`src/rtl/mult_pkg.sv`:
```
// Shared types and sizing helpers for the sequential shift-and-add multiplier.
package mult_pkg;

  typedef enum logic {
    IDLE = 1'b0,
    RUN  = 1'b1
  } state_t;

  // Iteration counter width; WIDTH=2 still needs one bit to count 0..1.
  function automatic int cnt_w(input int width);
    return (width > 1) ? $clog2(width) : 1;
  endfunction

endpackage

```
`src/rtl/shift_add_multiplier_if.sv`:
```
// Start/busy/done handshake and operand/result bus of the multiplier.
interface shift_add_multiplier_if #(
  parameter int WIDTH = 4
);
  logic                 start;
  logic                 is_signed;
  logic [WIDTH-1:0]     a;
  logic [WIDTH-1:0]     b;
  logic                 busy;
  logic                 done;
  logic [2*WIDTH-1:0]   product;

  modport master (
    output start, is_signed, a, b,
    input  busy, done, product
  );

  modport slave (
    input  start, is_signed, a, b,
    output busy, done, product
  );
endinterface

```
`src/rtl/shift_add_multiplier_sign_conv.sv`:
```
// Conditional two's-complement negate: magnitude in, negated value out when neg=1.
module sign_conv #(
  parameter int WIDTH = 4
) (
  input  logic             neg,
  input  logic [WIDTH-1:0] x,
  output logic [WIDTH-1:0] y
);
  assign y = neg ? -x : x;
endmodule

```
`src/rtl/shift_add_multiplier.sv`:
```
// Sequential shift-and-add multiplier, unsigned or signed, one iteration per clock.
// Signed operands are multiplied as magnitudes and the sign is reapplied at the end.
module shift_add_multiplier
  import mult_pkg::*;
#(
  parameter int WIDTH = 4
) (
  input  logic                  clk,
  input  logic                  reset,
  shift_add_multiplier_if.slave bus
);
  localparam int               CNT_W = cnt_w(WIDTH);
  localparam logic [CNT_W-1:0] LAST  = CNT_W'(WIDTH - 1);

  state_t                   state_reg, state_next;
  logic [WIDTH-1:0]         mcand_reg, mplier_reg;
  logic [2*WIDTH-1:0]       acc_reg, acc_next, result_signed, product_reg;
  logic [CNT_W-1:0]         count_reg;
  logic                     neg_reg, done_reg;
  logic [WIDTH:0]           sum;
  logic                     accept, finish;
  logic [1:0][WIDTH-1:0]    op_raw, op_mag;

  assign op_raw[0] = bus.a;
  assign op_raw[1] = bus.b;

  // Operand magnitudes; -2^(W-1) maps onto 2^(W-1) as an unsigned value.
  for (genvar gi = 0; gi < 2; gi++) begin : g_op_conv
    sign_conv #(.WIDTH(WIDTH)) u_conv (
      .neg (bus.is_signed & op_raw[gi][WIDTH-1]),
      .x   (op_raw[gi]),
      .y   (op_mag[gi])
    );
  end

  // The adder keeps its carry so the shifted-in bit is never lost.
  assign sum      = {1'b0, acc_reg[2*WIDTH-1:WIDTH]} + (mplier_reg[0] ? {1'b0, mcand_reg} : '0);
  assign acc_next = {sum, acc_reg[WIDTH-1:1]};

  sign_conv #(.WIDTH(2*WIDTH)) u_conv_result (
    .neg (neg_reg),
    .x   (acc_next),
    .y   (result_signed)
  );

  always_ff @(posedge clk) begin
    if (reset) begin
      state_reg <= IDLE;
    end else begin
      state_reg <= state_next;
    end
  end

  always_comb begin
    state_next = state_reg;
    accept     = 1'b0;
    finish     = 1'b0;
    case (state_reg)
      IDLE: begin
        if (bus.start) begin
          accept     = 1'b1;
          state_next = RUN;
        end
      end
      RUN: begin
        if (count_reg == LAST) begin
          finish     = 1'b1;
          state_next = IDLE;
        end
      end
      default: state_next = IDLE;
    endcase
  end

  always_ff @(posedge clk) begin
    if (reset) begin
      mcand_reg   <= '0;
      mplier_reg  <= '0;
      acc_reg     <= '0;
      count_reg   <= '0;
      neg_reg     <= 1'b0;
      done_reg    <= 1'b0;
      product_reg <= '0;
    end else begin
      done_reg <= finish;
      if (accept) begin
        mcand_reg  <= op_mag[0];
        mplier_reg <= op_mag[1];
        acc_reg    <= '0;
        count_reg  <= '0;
        neg_reg    <= bus.is_signed & (bus.a[WIDTH-1] ^ bus.b[WIDTH-1]);
      end else if (state_reg == RUN) begin
        acc_reg    <= acc_next;
        mplier_reg <= mplier_reg >> 1;
        count_reg  <= count_reg + 1'b1;
      end
      if (finish) begin
        product_reg <= result_signed;
      end
    end
  end

  assign bus.busy    = (state_reg == RUN);
  assign bus.done    = done_reg;
  assign bus.product = product_reg;

endmodule

```
`src/flat_wrapper.sv`:
```
// flat-port wrapper written by rule: the top's interface ports become plain ports
module shift_add_multiplier_flat import mult_pkg::*;
#(
  parameter int WIDTH = 4
)
  (clk, reset, bus_start, bus_is_signed, bus_a, bus_b, bus_busy, bus_done, bus_product);
  shift_add_multiplier_if #(.WIDTH(WIDTH)) bus_i ();
  input  logic clk;
  input  logic reset;
  input wire logic [$bits(bus_i.start)-1:0] bus_start;
  input wire logic [$bits(bus_i.is_signed)-1:0] bus_is_signed;
  input wire logic [$bits(bus_i.a)-1:0] bus_a;
  input wire logic [$bits(bus_i.b)-1:0] bus_b;
  output wire logic [$bits(bus_i.busy)-1:0] bus_busy;
  output wire logic [$bits(bus_i.done)-1:0] bus_done;
  output wire logic [$bits(bus_i.product)-1:0] bus_product;
  assign bus_i.start = bus_start;
  assign bus_i.is_signed = bus_is_signed;
  assign bus_i.a = bus_a;
  assign bus_i.b = bus_b;
  assign bus_busy = bus_i.busy;
  assign bus_done = bus_i.done;
  assign bus_product = bus_i.product;
  shift_add_multiplier #(.WIDTH(WIDTH)) u_core (.clk(clk), .reset(reset), .bus(bus_i));
endmodule
```
`config.mk`:
```
export PLATFORM = sky130hd
export DESIGN_NAME = shift_add_multiplier_flat
export DESIGN_NICKNAME = d
export VERILOG_FILES = /design/src/rtl/mult_pkg.sv /design/src/rtl/shift_add_multiplier_if.sv /design/src/rtl/shift_add_multiplier_sign_conv.sv /design/src/rtl/shift_add_multiplier.sv /design/src/flat_wrapper.sv
export SDC_FILE = /design/constraint.sdc
export NUM_CORES = 1
export LEC_CHECK = 0
export ABC_AREA = 1
export BUFFER_PORTS_ARGS = -buffer_cell sky130_fd_sc_hd__clkbuf_2
export CORE_MARGIN = 4
export CORE_UTILIZATION = 45
export DETAILED_ROUTE_END_ITERATION = 16
export GPL_TIMING_DRIVEN = 0
export PLACE_DENSITY = 0.75
export SYNTH_ARGS = -nofsm -noshare
export SYNTH_HDL_FRONTEND = slang
export SYNTH_SLANG_ARGS = --single-unit
```
`constraint.sdc`:
```
create_clock -name clk -period 2.4 [get_ports clk]
set_clock_uncertainty 0.15 [all_clocks]
set_input_delay 0.24 -clock clk [delete_from_list [all_inputs] [get_ports clk]]
set_output_delay 0.24 -clock clk [all_outputs]
set_load 0.005 [all_outputs]
```
# Word level (Yosys, flattened, before mapping)
# Cells that the tools add are included.
dict set report word_totals {
  regBits 29
  latch_bits 0
  ram_bits 0
  rom_bits 0
  wordCells 33
  memories 0
}
dict set report op_classes {
  n_addsub 5
  multipliers 0
  div 0
  magnitude_cmp 0
  eq_ne 1
  shifts 0
  muxes 12
  bitwise 5
  n_reduce_logical 2
}
# cell count
set ops {}
lappend ops {{$mux 4} 5}
lappend ops {{$mux 8} 1}
lappend ops {{$neg 4->4} 2}
lappend ops {{$neg 8->8} 1}
lappend ops {{$add 4x5->5} 1}
lappend ops {{$mux 1} 5}
lappend ops {{$and 1x1->1} 3}
lappend ops {{$add 2x1->2 const B} 1}
lappend ops {{$eq 2x2->1 const B} 1}
lappend ops {{$pmux 1 s2} 1}
lappend ops {{$reduce_bool 2->1} 1}
lappend ops {{$reduce_or 2->1} 1}
lappend ops {{$not 1->1} 1}
lappend ops {{$xor 1x1->1} 1}

# Logic depth before layout (Yosys ltp)
dict set report logic_depth {
  word_depth 4
  ltp_mapped 13
  ltp_nobuf 13
}

# By module
# A second synthesis with hierarchy kept.
dict set report hier_totals {
  hier_cells 239
  hier_area_um2 1624.1
}
# mod instances cells_each area_each_um2 seq_area_each_um2
set modules_own_cells {}
lappend modules_own_cells {shift_add_multiplier 1 166 1261.2 560.5}
lappend modules_own_cells {{sign_conv (u_core.u_conv_result)} 1 39 195.2 0.0}
lappend modules_own_cells {{sign_conv (u_core.g_op_conv[0].u_conv ...)} 2 17 83.8 0.0}

# Worst setup path after synthesis
# No wires, ideal clock.
dict set report synth_path {
  path_kind {register to register}
  start {reg u_core.mplier_reg[0]}
  end {reg u_core.product_reg[7] (netlist: u_core.bus.product[7])}
  setup_ps 113
  arrival_time_ps 1631
  setup_slack_ps 505
  stages_incl_launch_ff 13
  path_cell_list {dfxtp_1 -> nand2_1 -> inv_1 -> ha_1 -> fa_1 -> nor2_1 -> nand3_1 -> nor2_1 -> nand3_1 -> nand2_1 -> nand2_1 -> nand3_1 -> nand2_1}
}
dict set report synth_via {
  elab_chain_cells 4
}
# item line_no
set synth_lines {}
lappend synth_lines {{start, declared} shift_add_multiplier.sv:16} ;# logic [WIDTH-1:0] mcand_reg, mplier_reg;
lappend synth_lines {{start signal, assigned} shift_add_multiplier.sv:88} ;# mplier_reg <= op_mag[1];
lappend synth_lines {{start signal, assigned} shift_add_multiplier.sv:94} ;# mplier_reg <= mplier_reg >> 1;
lappend synth_lines {{$mux 4} shift_add_multiplier.sv:37} ;# assign sum = {1'b0, acc_reg[2*WIDTH-1:WIDTH]} + (mplier_reg[0] ? {1'b0, mcand_reg} : '0);
lappend synth_lines {{$add 4x5->5} shift_add_multiplier.sv:37}
lappend synth_lines {{net u_core.sum[1]} shift_add_multiplier.sv:20} ;# logic [WIDTH:0] sum;
lappend synth_lines {{$neg 8->8} shift_add_multiplier_sign_conv.sv:9} ;# assign y = neg ? -x : x;
lappend synth_lines {{$mux 8} shift_add_multiplier_sign_conv.sv:9}
lappend synth_lines {{end signal, assigned} shift_add_multiplier.sv:98} ;# product_reg <= result_signed;
lappend synth_lines {{end, declared} shift_add_multiplier.sv:17} ;# logic [2*WIDTH-1:0] acc_reg, acc_next, result_signed, product_reg;
# The timed path passes the listed nets, and every way through them passes these cells.
# A chain may end at the register's enable or synchronous reset.

# Worst setup path in the final report
# Same ends and word-level chain as after synthesis.

==> reports/qor.csv <==
stage,metric,value,unit
status,run status,finished clean,
final_layout,antenna diode instance count,0,
drt,Routed WL per cell,9.75,um
final_layout,"top library cells by usage in the layout, fill and taps aside","48 x sky130_fd_sc_hd__nand2_1, 28 x sky130_fd_sc_hd__dfxtp_1, 21 x sky130_fd_sc_hd__inv_1",
placed_design,estimated wirelength of the detail-placed design,2060,um
die,Initial Util,47.4,%
power_and_ir_drop,static power due to leakage,0.792,nW
final_layout,fraction of layout instances using a drive strength above 1,20.1,%
sta,Final Worst Setup Slack,0.337,ns
sta,setup repair after global routing missed its margin,no,
drt,Initial DRT Pass Iterations,4,
flow_run,max-cap violations,0,
sta,Final Hold Fails,0,
cts,clk slew on worst S/H paths,0.14,ns
grt,maximum number of pins on one net before global-route repair,15,
drt,count of vias placed by the detailed router,1275,
die,CORE AREA,0.00308,sq mm
placed_design,number of port buffers,20,
cts,number of buffers added by the clock tree synthesis step,3,
placed_design,total placed instance area,0.00161,sq mm
die,die height,64.9,um
hold_path,path category of the worst min-delay check,input pin to flip-flop,
drt,DRC violation count after routing,0,
final_layout,growth of design area from synthesis to finish,12.2,%
final_layout,utilization of the core after routing,53.2,%
synthesis,sequential element share of the synthesized area,38.4,%
grt,remaining global-route overflow,0,
placed_design,number of cells in the design after placement,265,
setup_path,arrival time at the worst endpoint,2.15,ns
die,number of ports placed on the die boundary,22,
sta,FMAX,485,MHz
setup_path,critical path type,flip-flop to flip-flop,
synthesis,number of cells produced by synthesis,201,
die,std cell rows,20,
placed_design,pre-CTS setup slack,0.336,ns
power_and_ir_drop,final total power,787,uW
cts,Clock Sink Count,28,
drt,DRC violation total after the first TritonRoute iteration,54,
sta,Worst slew margin,79.8,%
power_and_ir_drop,power density relative to cell area,481,mW/mm^2
cts,clock root buffer,sky130_fd_sc_hd__clkbuf_4,
cts,TritonCTS clock tree,done,
final_layout,final-stage net count,247,
setup_path,maximum fanout along the worst path,5,
drt,post-detailed-routing wire length,2610,um
drt,ratio of routed vias to standard cells,4.76,
grt,number of antenna violations at the first check in global routing,0,
grt,overall fraction of global-route tracks in use,14.1,%
synthesis,"Net Count, Synth",222,
sta,final count of pins violating max slew,0,
placed_design,Routability Congestion,0.774,
setup_path,critical path endpoint category,flip-flop,
sta,minimum clock period after layout,2.06,ns
power_and_ir_drop,highest ir drop seen on vdd,374,uV
cts,number of hold buffers added after cts,0,
sta,transition time of the tightest slew-check pin,0.303,ns
die,die area,0.00422,sq mm
final_layout,post-route design area,0.00164,sq mm
cts,count of buffers added by post-CTS timing repair for setup,0,
setup_path,Worst EP required,2.49,ns
cts,depth of the CTS H-tree,1,
sta,sum of negative setup slack,0,ns
sta,number of setup violations in the final report,0,
cts,clock latency on the worst-skew pair,0.32,ns
final_layout,number of flip-flops in the largest register,8,
sta,worst hold slack after final layout,0.0371,ns
final_layout,final cell count without fillers,268,
synthesis,post-synthesis average cell area,7.26,sq um
setup_path,kind of start point of the critical path,flip-flop,
synthesis,cell area after technology mapping,0.00146,sq mm
synthesis,Synthesis Warnings,0,
synthesis,post-synthesis register bit count,28,
cts,total of cells resized after clock tree synthesis,0,
die,Chip Width,64.9,um
grt,number of global-route vias before repair,1144,
drt,number of routed nets with antenna violations,0,
sta,final worst path period share,86.0,%
grt,wire length of the first global-routing pass,4740,um
final_layout,"commonest non-fill, non-tap cell in the layout",sky130_fd_sc_hd__nand2_1,
cts,number of buffers on the longest clock path,2,
synthesis,Unique masters post-synth,28,
metal layers:
layer	part of all wire, %	wire length (um)	vias up	track usage (%)
li1	-	-	699	-
met1	48	1250	545	18.0
met2	46	1190	29	24.4
met3	6.2	161	2	3.64
met4	0.50	13	0	1.85
met5	0	0	-	0
synth_stat cells:
master                     count  area (sq um)
sky130_fd_sc_hd__inv_1        21          78.8
sky130_fd_sc_hd__nor2_1       20          75.1
sky130_fd_sc_hd__a31o_1        1          8.76
sky130_fd_sc_hd__dfxtp_1      28           561
sky130_fd_sc_hd__clkbuf_8      1          13.8
sky130_fd_sc_hd__and2_0        1          6.26
sky130_fd_sc_hd__a31oi_1       2          12.5
sky130_fd_sc_hd__o21ai_1      14          70.1
sky130_fd_sc_hd__nor2_2        4          25.0
sky130_fd_sc_hd__xnor2_1       2          17.5
sky130_fd_sc_hd__nor2_4        3          33.8
sky130_fd_sc_hd__o211ai_1      2          15.0
sky130_fd_sc_hd__nand2_1      48           180
sky130_fd_sc_hd__buf_4         1          7.51
sky130_fd_sc_hd__o21ai_0       2          10.0
sky130_fd_sc_hd__a32o_1        1          10.0
sky130_fd_sc_hd__nor3_1        4          20.0
sky130_fd_sc_hd__a21oi_1      12          60.1
sky130_fd_sc_hd__xor2_1        2          17.5
sky130_fd_sc_hd__inv_2         8          30.0
sky130_fd_sc_hd__fa_1          1          20.0
sky130_fd_sc_hd__nand3_1       7          35.0
sky130_fd_sc_hd__nand4_1       1          6.26
sky130_fd_sc_hd__ha_1          8           100
sky130_fd_sc_hd__nand2_2       3          18.8
sky130_fd_sc_hd__a22oi_1       1          7.51
sky130_fd_sc_hd__o32ai_1       1          8.76
sky130_fd_sc_hd__buf_2         2          10.0
final timing paths:
check	from	endpoint	cells after the start	slack [ns]
setup / recovery	u_core.mplier_reg[0]	u_core.bus.product[7]	12	0.34
hold / removal	bus_a[3]	u_core.mcand_reg[3]	3	0.04
hold reg to reg	u_core.bus.product[7]	u_core.bus.product[7]	2	0.31
setup reg to reg	u_core.mplier_reg[0]	u_core.bus.product[7]	12	0.34
where the power goes:
part | switching [mW] | internal (mW) | total, mW
clock | 0.127 | 0.0588 | 0.186
sequential | 0.00939 | 0.480 | 0.489
combinational | 0.0684 | 0.0437 | 0.112
critical path, stage by stage (launching register included):
cell and delay [ns]:
sky130_fd_sc_hd__dfxtp_1 0.42, sky130_fd_sc_hd__nand2_1 0.07, sky130_fd_sc_hd__inv_1 0.05, sky130_fd_sc_hd__ha_1 0.17
sky130_fd_sc_hd__fa_1 0.51, sky130_fd_sc_hd__nor2_1 0.12, sky130_fd_sc_hd__nand3_1 0.10, sky130_fd_sc_hd__nor2_1 0.09
sky130_fd_sc_hd__nand3_1 0.09, sky130_fd_sc_hd__nand2_1 0.07, sky130_fd_sc_hd__nand2_1 0.04, sky130_fd_sc_hd__nand3_1 0.06
sky130_fd_sc_hd__nand2_1 0.04
layout make-up:
| cell class | count | area, sq um |
|---|---|---|
| fillers | 315 | 1440 |
| multi-input cells | 140 | 758 |
| flip-flops and latches | 28 | 561 |
| inverters | 29 | 109 |
| repair buffers | 20 | 100 |
| well taps | 44 | 55.1 |
| plain buffers | 4 | 31.3 |
| clock buffers | 3 | 22.5 |
cell families (layout without fill, tap and decap cells):
| kind of cell | after synthesis | count (layout) | synth area share [%] |
|---|---|---|---|
| xor+xnor | 4 | 4 | 2.40 |
| compound gates | 36 | 36 | 13.9 |
| flops | 28 | 28 | 38.4 |
| fa+ha+maj | 9 | 9 | 8.23 |
| buf+inv | 33 | 56 | 9.61 |
| simple gates | 91 | 91 | 27.4 |
No activity file was read; power rests on OpenSTA's default activity.
